<file path="src/rtl/fft_stage_scheduler_pkg.sv">
// -----------------------------------------------------------------------------
// fft_pkg
// Shared definitions for the radix-2 in-place FFT stage scheduler:
//   - default FFT length, RAM address width and butterfly pipeline latency
//   - sequencer state encoding
// FFT_PIPE_LAT_DEF must equal the register depth of the butterfly datapath.
// -----------------------------------------------------------------------------
package fft_pkg;

    localparam int unsigned FFT_N_DEF        = 64;
    localparam int unsigned FFT_AW_DEF       = 6;
    localparam int unsigned FFT_PIPE_LAT_DEF = 3;

    typedef enum logic [1:0] {
        ST_IDLE  = 2'd0,
        ST_RUN   = 2'd1,
        ST_DRAIN = 2'd2,
        ST_DONE  = 2'd3
    } fft_state_e;

endpackage

</file>
<file path="src/rtl/fft_wr_delay.sv">
// -----------------------------------------------------------------------------
// fft_wr_delay
// DEPTH-deep shift register carrying {valid, k, bank} from the read issue
// point to the write-back point, with synchronous clear.
// Ports:
//   clk_i    clock, rising edge
//   clr_i    synchronous clear, empties every stage
//   valid_i  read issued this cycle
//   k_i      butterfly index of that read
//   bank_i   bank that was read
//   valid_o / k_o / bank_o   the same fields, DEPTH cycles later
// -----------------------------------------------------------------------------
module fft_wr_delay #(
    parameter int unsigned DEPTH = 3,
    parameter int unsigned KW    = 5
) (
    input  logic          clk_i,
    input  logic          clr_i,
    input  logic          valid_i,
    input  logic [KW-1:0] k_i,
    input  logic          bank_i,
    output logic          valid_o,
    output logic [KW-1:0] k_o,
    output logic          bank_o
);

    logic [DEPTH-1:0] valid_q;
    logic [DEPTH-1:0] bank_q;
    logic [KW-1:0]    k_q [DEPTH];

    // Shift the write-back descriptors one stage per cycle.
    always_ff @(posedge clk_i) begin
        if (clr_i) begin
            valid_q <= '0;
            bank_q  <= '0;
            for (int i = 0; i < int'(DEPTH); i++) begin
                k_q[i] <= '0;
            end
        end else begin
            valid_q[0] <= valid_i;
            bank_q[0]  <= bank_i;
            k_q[0]     <= k_i;
            for (int i = 1; i < int'(DEPTH); i++) begin
                valid_q[i] <= valid_q[i-1];
                bank_q[i]  <= bank_q[i-1];
                k_q[i]     <= k_q[i-1];
            end
        end
    end

    assign valid_o = valid_q[DEPTH-1];
    assign bank_o  = bank_q[DEPTH-1];
    assign k_o     = k_q[DEPTH-1];

endmodule

</file>
<file path="src/rtl/fft_stage_scheduler.sv">
// -----------------------------------------------------------------------------
// fft_stage_scheduler
// Sequences a radix-2 in-place FFT over log2(N) stages, one butterfly per
// cycle, using ping-pong RAM banks (read bank = stage[0], write bank = its
// inverse) and constant-geometry write-back.
// Ports:
//   clk_i, rst_i        clock, synchronous active-high reset
//   start_i             one-cycle request, honoured only in IDLE
//   busy_o              high while running or draining
//   done_o              one-cycle pulse after the final write
//   stage_o             current stage index
//   rd_en_o, rd_bank_o, rd_addr_a_o, rd_addr_b_o, tf_addr_o   read side
//   wr_en_o, wr_bank_o, wr_addr_a_o, wr_addr_b_o              write side
//   result_bank_o       static bank holding the final result
// All outputs except result_bank_o come straight from flops.
// -----------------------------------------------------------------------------
module fft_stage_scheduler
    import fft_pkg::*;
#(
    parameter int unsigned N          = FFT_N_DEF,
    parameter int unsigned ADDR_WIDTH = $clog2(N),
    parameter int unsigned PIPE_LAT   = FFT_PIPE_LAT_DEF,
    localparam int unsigned SW        = $clog2(ADDR_WIDTH) + 1
) (
    input  logic                  clk_i,
    input  logic                  rst_i,
    input  logic                  start_i,
    output logic                  busy_o,
    output logic                  done_o,
    output logic [SW-1:0]         stage_o,
    output logic                  rd_en_o,
    output logic                  rd_bank_o,
    output logic [ADDR_WIDTH-1:0] rd_addr_a_o,
    output logic [ADDR_WIDTH-1:0] rd_addr_b_o,
    output logic [ADDR_WIDTH-2:0] tf_addr_o,
    output logic                  wr_en_o,
    output logic                  wr_bank_o,
    output logic [ADDR_WIDTH-1:0] wr_addr_a_o,
    output logic [ADDR_WIDTH-1:0] wr_addr_b_o,
    output logic                  result_bank_o
);

    localparam int unsigned HALF = N / 2;
    localparam int unsigned KW   = ADDR_WIDTH - 1;
    localparam int unsigned DW   = $clog2(PIPE_LAT) + 1;
    localparam logic [KW-1:0] K_LAST     = KW'(HALF - 1);
    localparam logic [DW-1:0] DRAIN_LAST = DW'(PIPE_LAT - 1);
    localparam logic [SW-1:0] S_LAST     = SW'(ADDR_WIDTH - 1);

    // Sequencer state
    fft_state_e      state_q, state_d;
    logic [SW-1:0]   s_q, s_d;
    logic [KW-1:0]   k_q, k_d;
    logic [DW-1:0]   dcnt_q, dcnt_d;

    // Next values of the registered outputs
    logic                  busy_d, done_d, rd_en_d, rd_bank_d;
    logic [SW-1:0]         stage_d;
    logic [ADDR_WIDTH-1:0] rd_addr_a_d, rd_addr_b_d;
    logic [ADDR_WIDTH-2:0] tf_addr_d;
    logic [ADDR_WIDTH-1:0] k_ext_s, mask_s, hi_s;
    logic [KW-1:0]         dly_k_in_s;

    // Registered outputs
    logic                  busy_q, done_q, rd_en_q, rd_bank_q;
    logic [SW-1:0]         stage_q;
    logic [ADDR_WIDTH-1:0] rd_addr_a_q, rd_addr_b_q;
    logic [ADDR_WIDTH-2:0] tf_addr_q;
    logic                  wr_en_q, wr_bank_q;
    logic [ADDR_WIDTH-1:0] wr_addr_a_q, wr_addr_b_q;

    // Write-path delay line outputs
    logic                  dly_valid_s, dly_bank_s;
    logic [KW-1:0]         dly_k_s;

    // Sequencer state register.
    always_ff @(posedge clk_i) begin
        if (rst_i) begin
            state_q <= ST_IDLE;
            s_q     <= '0;
            k_q     <= '0;
            dcnt_q  <= '0;
        end else begin
            state_q <= state_d;
            s_q     <= s_d;
            k_q     <= k_d;
            dcnt_q  <= dcnt_d;
        end
    end

    // Sequencer next-state logic: stage, butterfly index and drain counter.
    always_comb begin
        state_d = state_q;
        s_d     = s_q;
        k_d     = k_q;
        dcnt_d  = dcnt_q;
        case (state_q)
            ST_IDLE: begin
                s_d    = '0;
                k_d    = '0;
                dcnt_d = '0;
                if (start_i) begin
                    state_d = ST_RUN;
                end else begin
                    state_d = ST_IDLE;
                end
            end
            ST_RUN: begin
                if (k_q == K_LAST) begin
                    state_d = ST_DRAIN;
                    dcnt_d  = '0;
                end else begin
                    k_d = k_q + KW'(1);
                end
            end
            ST_DRAIN: begin
                // The drain gap lets the last writes of a stage land
                // before the next stage reads them.
                if (dcnt_q == DRAIN_LAST) begin
                    if (s_q == S_LAST) begin
                        state_d = ST_DONE;
                    end else begin
                        state_d = ST_RUN;
                        s_d     = s_q + SW'(1);
                        k_d     = '0;
                    end
                end else begin
                    dcnt_d = dcnt_q + DW'(1);
                end
            end
            ST_DONE: begin
                state_d = ST_IDLE;
                s_d     = '0;
            end
            default: begin
                state_d = ST_IDLE;
            end
        endcase
    end

    // Output next-values, derived from the next state so every output is a flop.
    always_comb begin
        k_ext_s   = {1'b0, k_d};
        mask_s    = ADDR_WIDTH'(HALF - 1) >> s_d;
        hi_s      = k_ext_s & ~mask_s;
        rd_en_d   = (state_d == ST_RUN);
        busy_d    = (state_d == ST_RUN) || (state_d == ST_DRAIN);
        done_d    = (state_d == ST_DONE);
        stage_d   = busy_d ? s_d : '0;
        rd_bank_d = busy_d & s_d[0];
        if (rd_en_d) begin
            // Insert a zero at the stride bit: low bits stay, high bits shift up.
            rd_addr_a_d = (k_ext_s & mask_s) | (hi_s << 1'b1);
            rd_addr_b_d = rd_addr_a_d + (ADDR_WIDTH'(HALF) >> s_d);
            tf_addr_d   = hi_s[ADDR_WIDTH-2:0];
            dly_k_in_s  = k_d;
        end else begin
            rd_addr_a_d = '0;
            rd_addr_b_d = '0;
            tf_addr_d   = '0;
            dly_k_in_s  = '0;
        end
    end

    // The delay line is fed with next-values, so its last stage plus the
    // write output flop together give exactly PIPE_LAT cycles of latency.
    fft_wr_delay #(
        .DEPTH (PIPE_LAT),
        .KW    (KW)
    ) u_wr_delay (
        .clk_i   (clk_i),
        .clr_i   (rst_i),
        .valid_i (rd_en_d),
        .k_i     (dly_k_in_s),
        .bank_i  (rd_bank_d),
        .valid_o (dly_valid_s),
        .k_o     (dly_k_s),
        .bank_o  (dly_bank_s)
    );

    // Output registers for both the read and write sides.
    always_ff @(posedge clk_i) begin
        if (rst_i) begin
            busy_q      <= 1'b0;
            done_q      <= 1'b0;
            stage_q     <= '0;
            rd_en_q     <= 1'b0;
            rd_bank_q   <= 1'b0;
            rd_addr_a_q <= '0;
            rd_addr_b_q <= '0;
            tf_addr_q   <= '0;
            wr_en_q     <= 1'b0;
            wr_bank_q   <= 1'b0;
            wr_addr_a_q <= '0;
            wr_addr_b_q <= '0;
        end else begin
            busy_q      <= busy_d;
            done_q      <= done_d;
            stage_q     <= stage_d;
            rd_en_q     <= rd_en_d;
            rd_bank_q   <= rd_bank_d;
            rd_addr_a_q <= rd_addr_a_d;
            rd_addr_b_q <= rd_addr_b_d;
            tf_addr_q   <= tf_addr_d;
            wr_en_q     <= dly_valid_s;
            wr_bank_q   <= dly_valid_s & ~dly_bank_s;
            wr_addr_a_q <= dly_valid_s ? {1'b0, dly_k_s} : '0;
            wr_addr_b_q <= dly_valid_s ? {1'b1, dly_k_s} : '0;
        end
    end

    assign busy_o        = busy_q;
    assign done_o        = done_q;
    assign stage_o       = stage_q;
    assign rd_en_o       = rd_en_q;
    assign rd_bank_o     = rd_bank_q;
    assign rd_addr_a_o   = rd_addr_a_q;
    assign rd_addr_b_o   = rd_addr_b_q;
    assign tf_addr_o     = tf_addr_q;
    assign wr_en_o       = wr_en_q;
    assign wr_bank_o     = wr_bank_q;
    assign wr_addr_a_o   = wr_addr_a_q;
    assign wr_addr_b_o   = wr_addr_b_q;
    // An odd stage count leaves the result in bank 1.
    assign result_bank_o = ADDR_WIDTH[0];

endmodule

</file>
<file path="config.mk">
export PLATFORM = sky130hd
export DESIGN_NAME = fft_stage_scheduler
export DESIGN_NICKNAME = d
export VERILOG_FILES = /design/src/rtl/fft_stage_scheduler_pkg.sv /design/src/rtl/fft_wr_delay.sv /design/src/rtl/fft_stage_scheduler.sv
export SDC_FILE = /design/constraint.sdc
export NUM_CORES = 1
export LEC_CHECK = 0
export BUFFER_PORTS_ARGS = -buffer_cell sky130_fd_sc_hd__buf_2
export CAP_MARGIN = 10
export CORE_UTILIZATION = 63
export CTS_BUF_LIST = sky130_fd_sc_hd__clkbuf_2
export DETAILED_ROUTE_END_ITERATION = 6
export PLACE_DENSITY = 0.83
export REMOVE_ABC_BUFFERS = 1
export SYNTH_ARGS = -nofsm -noshare
export SYNTH_HDL_FRONTEND = slang
export SYNTH_SLANG_ARGS = --single-unit
</file>
<file path="constraint.sdc">
create_clock -name clk_i -period 6.9 [get_ports clk_i]
set_input_delay 1.38 -clock clk_i [delete_from_list [all_inputs] [get_ports clk_i]]
set_output_delay 1.38 -clock clk_i [all_outputs]
set_load 0.1 [all_outputs]
</file>
==> flow_summary.ini, run 1 <==
[outcome]
status = complete, no violations

[sta]
fin_hold_ws_ns = 0.407
final_hold_viol_count = 0
finalSetupViolCount = 0
finalWorstSetupSlack_ns = 3.22
fmax_ghz = 0.272
period_share_pct = 53.3
setup_tns_ns = 0
finClkSkew_ns = 0.0123
finalMaxSlewViolations = 0
fin_crit_ns = 3.68
rsz0062_at_grt = no
tightest_slew_ns = 0.704
slew_headroom_pct = 53.0

[pwr]
swShare_pct = 30.3
p_leak_uw = 0.00136
p_total_uw = 621
seqPwrFrac_pct = 61.2
switchingPower_uw = 188
intPower_uw = 433
pwr-share-comb_pct = 8.8
pwr_density_cell_mw_per_mm2 = 208
power_frac_clock_pct = 30.0
worst_ir_drop_vdd_mv = 0.148

[floorplanning]
rows = 23
core_sq_mm = 0.00412
die_w_microns = 68.3
dieArea_sq_mm = 0.00467
die_h_microns = 68.3
design.portCount = 43
start_util_pct = 67.3

[synthesis]
yosysSeqAreaShare_pct = 46.2
ys_async_sr_fraction_pct = 0
yosysUniqueCellTypes = 61
synth.most_common_cell = dfxtp_1
synth_edf_count = 0
synth_compound_area_share_pct = 15.1
synthTopCellsByCount = 64 x dfxtp_1, 27 x nor2_1, 21 x nor2b_1
yosys.area.top_type = dfxtp_1
yosys_warnings = 0
synth_top_family_by_area = simple AND/OR/NAND/NOR gates
synth_ff_type = dfxtp_1
synth-xor-area-share_pct = 1.58
synthTopCellsByArea = dfxtp_1 46%, ha_1 5.4%, nor2b_1 4.7%
netlist_area_sq_mm = 0.00277
yosysTopAreaCellShare_pct = 46.2
synthMuxAreaShare_pct = 0.722
ys_ff_latch = 64
yosys.area_share.simple_pct = 23.4
synth_area_per_cell_sq_um = 9.62
synthAdderAreaFrac_pct = 6.14
synthCells = 288

[cts]
cts_setup_buffers = 0
cts.clk_slew.worst_paths_ns = 0.18
cts_tree = yes
clock_latency_ns = 0.47
clockBufferDepth = 2
htree_levels = 3
hold_buffers = 0
cts_resized = 0
tritoncts_num_sinks = 64
numCtsBuffers = 9
cts-root-buf = clkbuf_2

[routing]
dr.first_iter.drc_count = 150
viasPerCell = 5.83
via_count = 2175
routedWlPerCell_microns = 14.5
drt_pre_antenna_iters = 5
wl_microns = 5400
postRouteAntennaNets = 0
drc = 0

[global_route]
grt_pass1_wl_microns = 8420
grt_max_degree = 38
grt_pass1_vias = 1884
grt_use_total_pct = 25.1
grt-ovfl-total = 0
antenna_found_initial = 0

[layout]
nets = 334
final_cells = 373
antenna_cells = 0
area_delta_synth_final_pct = 7.58
nFillCells = 303
drive_gt1_share_pct = 21.4

[placed_design]
io_buffer_count = 40
dp.cells = 357
dpl.hpwl_microns = 3700
place.gp.congestion = 0.857
place_worst_setup_slack_ns = 3.31

[setup_path]
cp_data_arrival_time_ns = 4.11
cp.required_ns = 7.33
critPathMaxFanout = 12
endpoint_kind = flip-flop
critPathLaunchType = flip-flop
critPathKind = flip-flop to flip-flop

[min_path]
worstHoldPathType = flip-flop to flip-flop

[flow_run]
cap_violations = 0
worst paths after layout:
check	from	end	slack, ns	depth (start not counted)
setup / recovery	dcnt_q[0]	rd_addr_b_o[5]	3.22	13
hold / removal	u_wr_delay.bank_q[2]	wr_bank_o	0.41	1
setup reg to reg	dcnt_q[0]	rd_addr_b_o[5]	3.22	13
hold reg to reg	u_wr_delay.bank_q[2]	wr_bank_o	0.41	1
final cells by class:
type | count | area (sq um) | area share, %
Multi-Input combinational cell | 193 | 1310 | 43.9
Sequential cell | 64 | 1280 | 43.0
Clock buffer | 9 | 45.0 | 1.51
Inverter | 10 | 37.5 | 1.26
Tap cell | 50 | 62.6 | 2.10
Clock inverter | 7 | 47.5 | 1.59
Timing Repair Buffer | 40 | 200 | 6.71
registers in the layout, summed over array words and instances, names as in the netlist:
name,count
wr_bank_o,1
s_q,4
done_o,1
stage_o,4
u_wr_delay.bank_q,3
tf_addr_o,4
u_wr_delay.valid_q,3
dcnt_q,3
u_wr_delay.k_q,15
rd_addr_a_o,6
rd_addr_b_o,6
busy_o,1
state_q,2
k_q,5
wr_en_o,1
wr_addr_b_o,5
worst max-delay path, cell delays in order (launching register included):
cell and delay [ns]:
dfxtp_1 0.38, inv_1 0.06, ha_1 0.17, nor2b_1 0.59, nand3_1 0.22, a31oi_2 0.64
a31oi_1 0.26, nand2_1 0.18, ha_1 0.24, a21o_1 0.15, a21oi_1 0.20, o21ai_0 0.14
or2_2 0.28, mux2i_1 0.12
placed cells by master (no fill, tap or decap), drive strengths merged, types with 4 or more instances in the layout:
cell type   n
dfxtp      64
nand2      13
and2       10
inv        11
nor2b      22
nand2b      5
o21ai      12
a31oi       4
ha         12
xor2        4
nor3        7
buf        40
clkbuf      9
nand3       8
nor2       27
clkinv      4
a21oi      13
metal layers:
layer  vias up  wire [microns]  GRT usage, %
li1       1051               -             -
met1       977            2200          28.7
met2       130            2580          42.8
met3        17             473          8.17
met4         0             140          10.4
met5         -               0             0
power groups by stage:
| stage | combinational [uW] | clock [uW] | sequential [uW] |
|---|---|---|---|
| floorplan | 21.4 | 0 | 408 |
| global placement | 53.3 | 0 | 387 |
| detailed placement | 54.3 | 0 | 387 |
| CTS | 54.8 | 191 | 380 |
| global route | 57.9 | 205 | 381 |
| finish | 54.7 | 186 | 380 |
through the flow:
stage          util, %  instance area, sq um
2_1_floorplan        -                  2630
3_3_place_gp      70.2                  2890
3_5_place_dp      70.2                  2890
4_1_cts           72.5                  2980
5_1_grt           72.5                  2980
6_report          72.5                  2980
kinds of logic after synthesis:
logic type	count (synthesis)
and+or+nand+nor	113
adders and majority gates	13
muxes	2
AOI/OAI and AO/OA	58
other	1
xor gates and xnor gates	5
buffers and inverters	32
DFF	64
(Power assumes the default switching activity.)
==> run 2, diff against run 1 <==
Settings changed: CORE_UTILIZATION 63 to 58, PLACE_DENSITY 0.83 to 0.77.
Clock period 6.9 ns to 3.5 ns, I/O delays scaled along.
==> flow_summary.ini, run 2 (same netlist as run 1, synthesis figures left out) <==
[layout]
final_cell_mix = 64 x dfxtp_1, 40 x buf_2, 27 x nor2_1, 21 x nor2b_1
area_delta_synth_final_pct = 12.5
drive_gt1_share_pct = 23.5
nFillCells = 362
final_core_util_pct = 69.7
final_common_cell = dfxtp_1
seq_area_sq_mm = 0.00128
largest_reg_flops = 15
nets = 343
multi_input_area_sq_mm = 0.00132
antenna_cells = 0
top_register = u_wr_delay.k_q

[setup_path]
critPathMaxFanout = 11
r2r-end = rd_addr_b_o[5]
critPathKind = flip-flop to flip-flop
r2r_setup_slack_ns = 0.23
critPathCapture = rd_addr_b_o[5]
setup.worst_path.start = dcnt_q[0]
r2r-start = dcnt_q[0]
r2r_cells = 14
cp.required_ns = 3.93
endpoint_kind = flip-flop
cp_data_arrival_time_ns = 3.70
critPathLaunchType = flip-flop

[cts]
cts_tree = yes
numCtsBuffers = 9
hold_buffers = 0
clockBufferDepth = 2
cts_setup_buffers = 0
cts_resized = 0
clock_latency_ns = 0.49
cts.clk_slew.worst_paths_ns = 0.20
htree_levels = 3
tritoncts_num_sinks = 64
cts-root-buf = clkbuf_2

[sta]
final_hold_viol_count = 0
finalMaxSlewViolations = 0
rsz0062_at_grt = no
finalSetupViolCount = 0
fin_crit_ns = 3.27
finClkSkew_ns = 0.0178
fmax_ghz = 0.306
slew_headroom_pct = 63.6
tightest_slew_ns = 0.545
setup_tns_ns = 0
period_share_pct = 93.5

[global_route]
grt_pass1_vias = 1936
grt-ovfl-total = 0
antenna_found_initial = 0
grt_max_degree = 37
grt_use_total_pct = 24.6
grt_pass1_wl_microns = 9330

[outcome]
status = complete, but fails checks
violations = DRC

[routing]
drc = 4
viasPerCell = 5.59
wl_microns = 5540
dr.first_iter.drc_count = 150
via_count = 2145
postRouteAntennaNets = 0
routedWlPerCell_microns = 14.4
drt_pre_antenna_iters = 7

[pwr]
worst_ir_drop_vdd_mv = 0.290
pwr_density_cell_mw_per_mm2 = 448
p_leak_uw = 0.00143

[floorplanning]
core_sq_mm = 0.00447
design.portCount = 43
dieArea_sq_mm = 0.00506
die_w_microns = 71.1
start_util_pct = 61.9
die_h_microns = 71.1
rows = 24

[min_path]
worstHoldPathType = flip-flop to flip-flop
min_path_cells = 1

[placed_design]
dpl.hpwl_microns = 4030
place.gp.congestion = 0.894
io_buffer_count = 40

[flow_run]
cap_violations = 0
[run 2: where the power goes]
group | internal, uW | switching (uW) | total (uW)
combinational | 25.4 | 89.8 | 115
clock | 245 | 287 | 532
sequential | 741 | 8.16 | 749
total | 1010 | 385 | 1400
[run 2: cell type report]
class / count / area share (%)
Timing Repair Buffer: 49 / 8.59
Tap cell: 52 / 2.09
Multi-Input combinational cell: 193 / 42.2
Inverter: 10 / 1.20
Clock buffer: 9 / 1.44
Clock inverter: 7 / 3.37
Sequential cell: 64 / 41.1
[run 2: worst min-delay path by stage]
stage | start | to | slack (ns)
2_1_floorplan | u_wr_delay.bank_q[2] | wr_bank_o | 0.37
3_3_place_gp | u_wr_delay.bank_q[2] | wr_bank_o | 0.38
3_5_place_dp | u_wr_delay.bank_q[2] | wr_bank_o | 0.39
4_1_cts | u_wr_delay.bank_q[2] | wr_bank_o | 0.42
5_1_grt | u_wr_delay.bank_q[2] | wr_bank_o | 0.43
6_report | u_wr_delay.bank_q[2] | wr_bank_o | 0.41
[run 2: critical path, stage by stage, from the launching register on]
cell	delay (ns)
dfxtp_1	0.38
inv_1	0.06
ha_1	0.17
nor2b_1	0.35
buf_4	0.22
nand4_1	0.16
and2_4	0.26
a31oi_1	0.24
nand2_1	0.14
ha_1	0.30
a21o_1	0.15
a21oi_1	0.22
o21ai_0	0.16
or2_2	0.29
mux2i_1	0.11
[run 2: stage by stage]
stage	area [sq um]	power [uW]	std cells	hold slack [ns]	worst slack, ns
finish	3120	1400	384	0.405	0.227
global route	3120	1460	384	0.425	0.0161
CTS	3110	1410	384	0.416	0.196
detailed placement	2960	879	368	0.393	0.263
global placement	2960	877	368	0.380	0.396
floorplan	2630	846	267	0.367	0.417
[run 2: metal layers]
metal	routed length, microns	vias to the layer above	global-route usage, %	share of wire (%)
met3	326	5	6.98	5.9
met4	51	0	10.7	0.92
met2	2710	72	38.8	49
met1	2450	991	31.6	44
li1	-	1077	-	-
met5	0	-	0	0
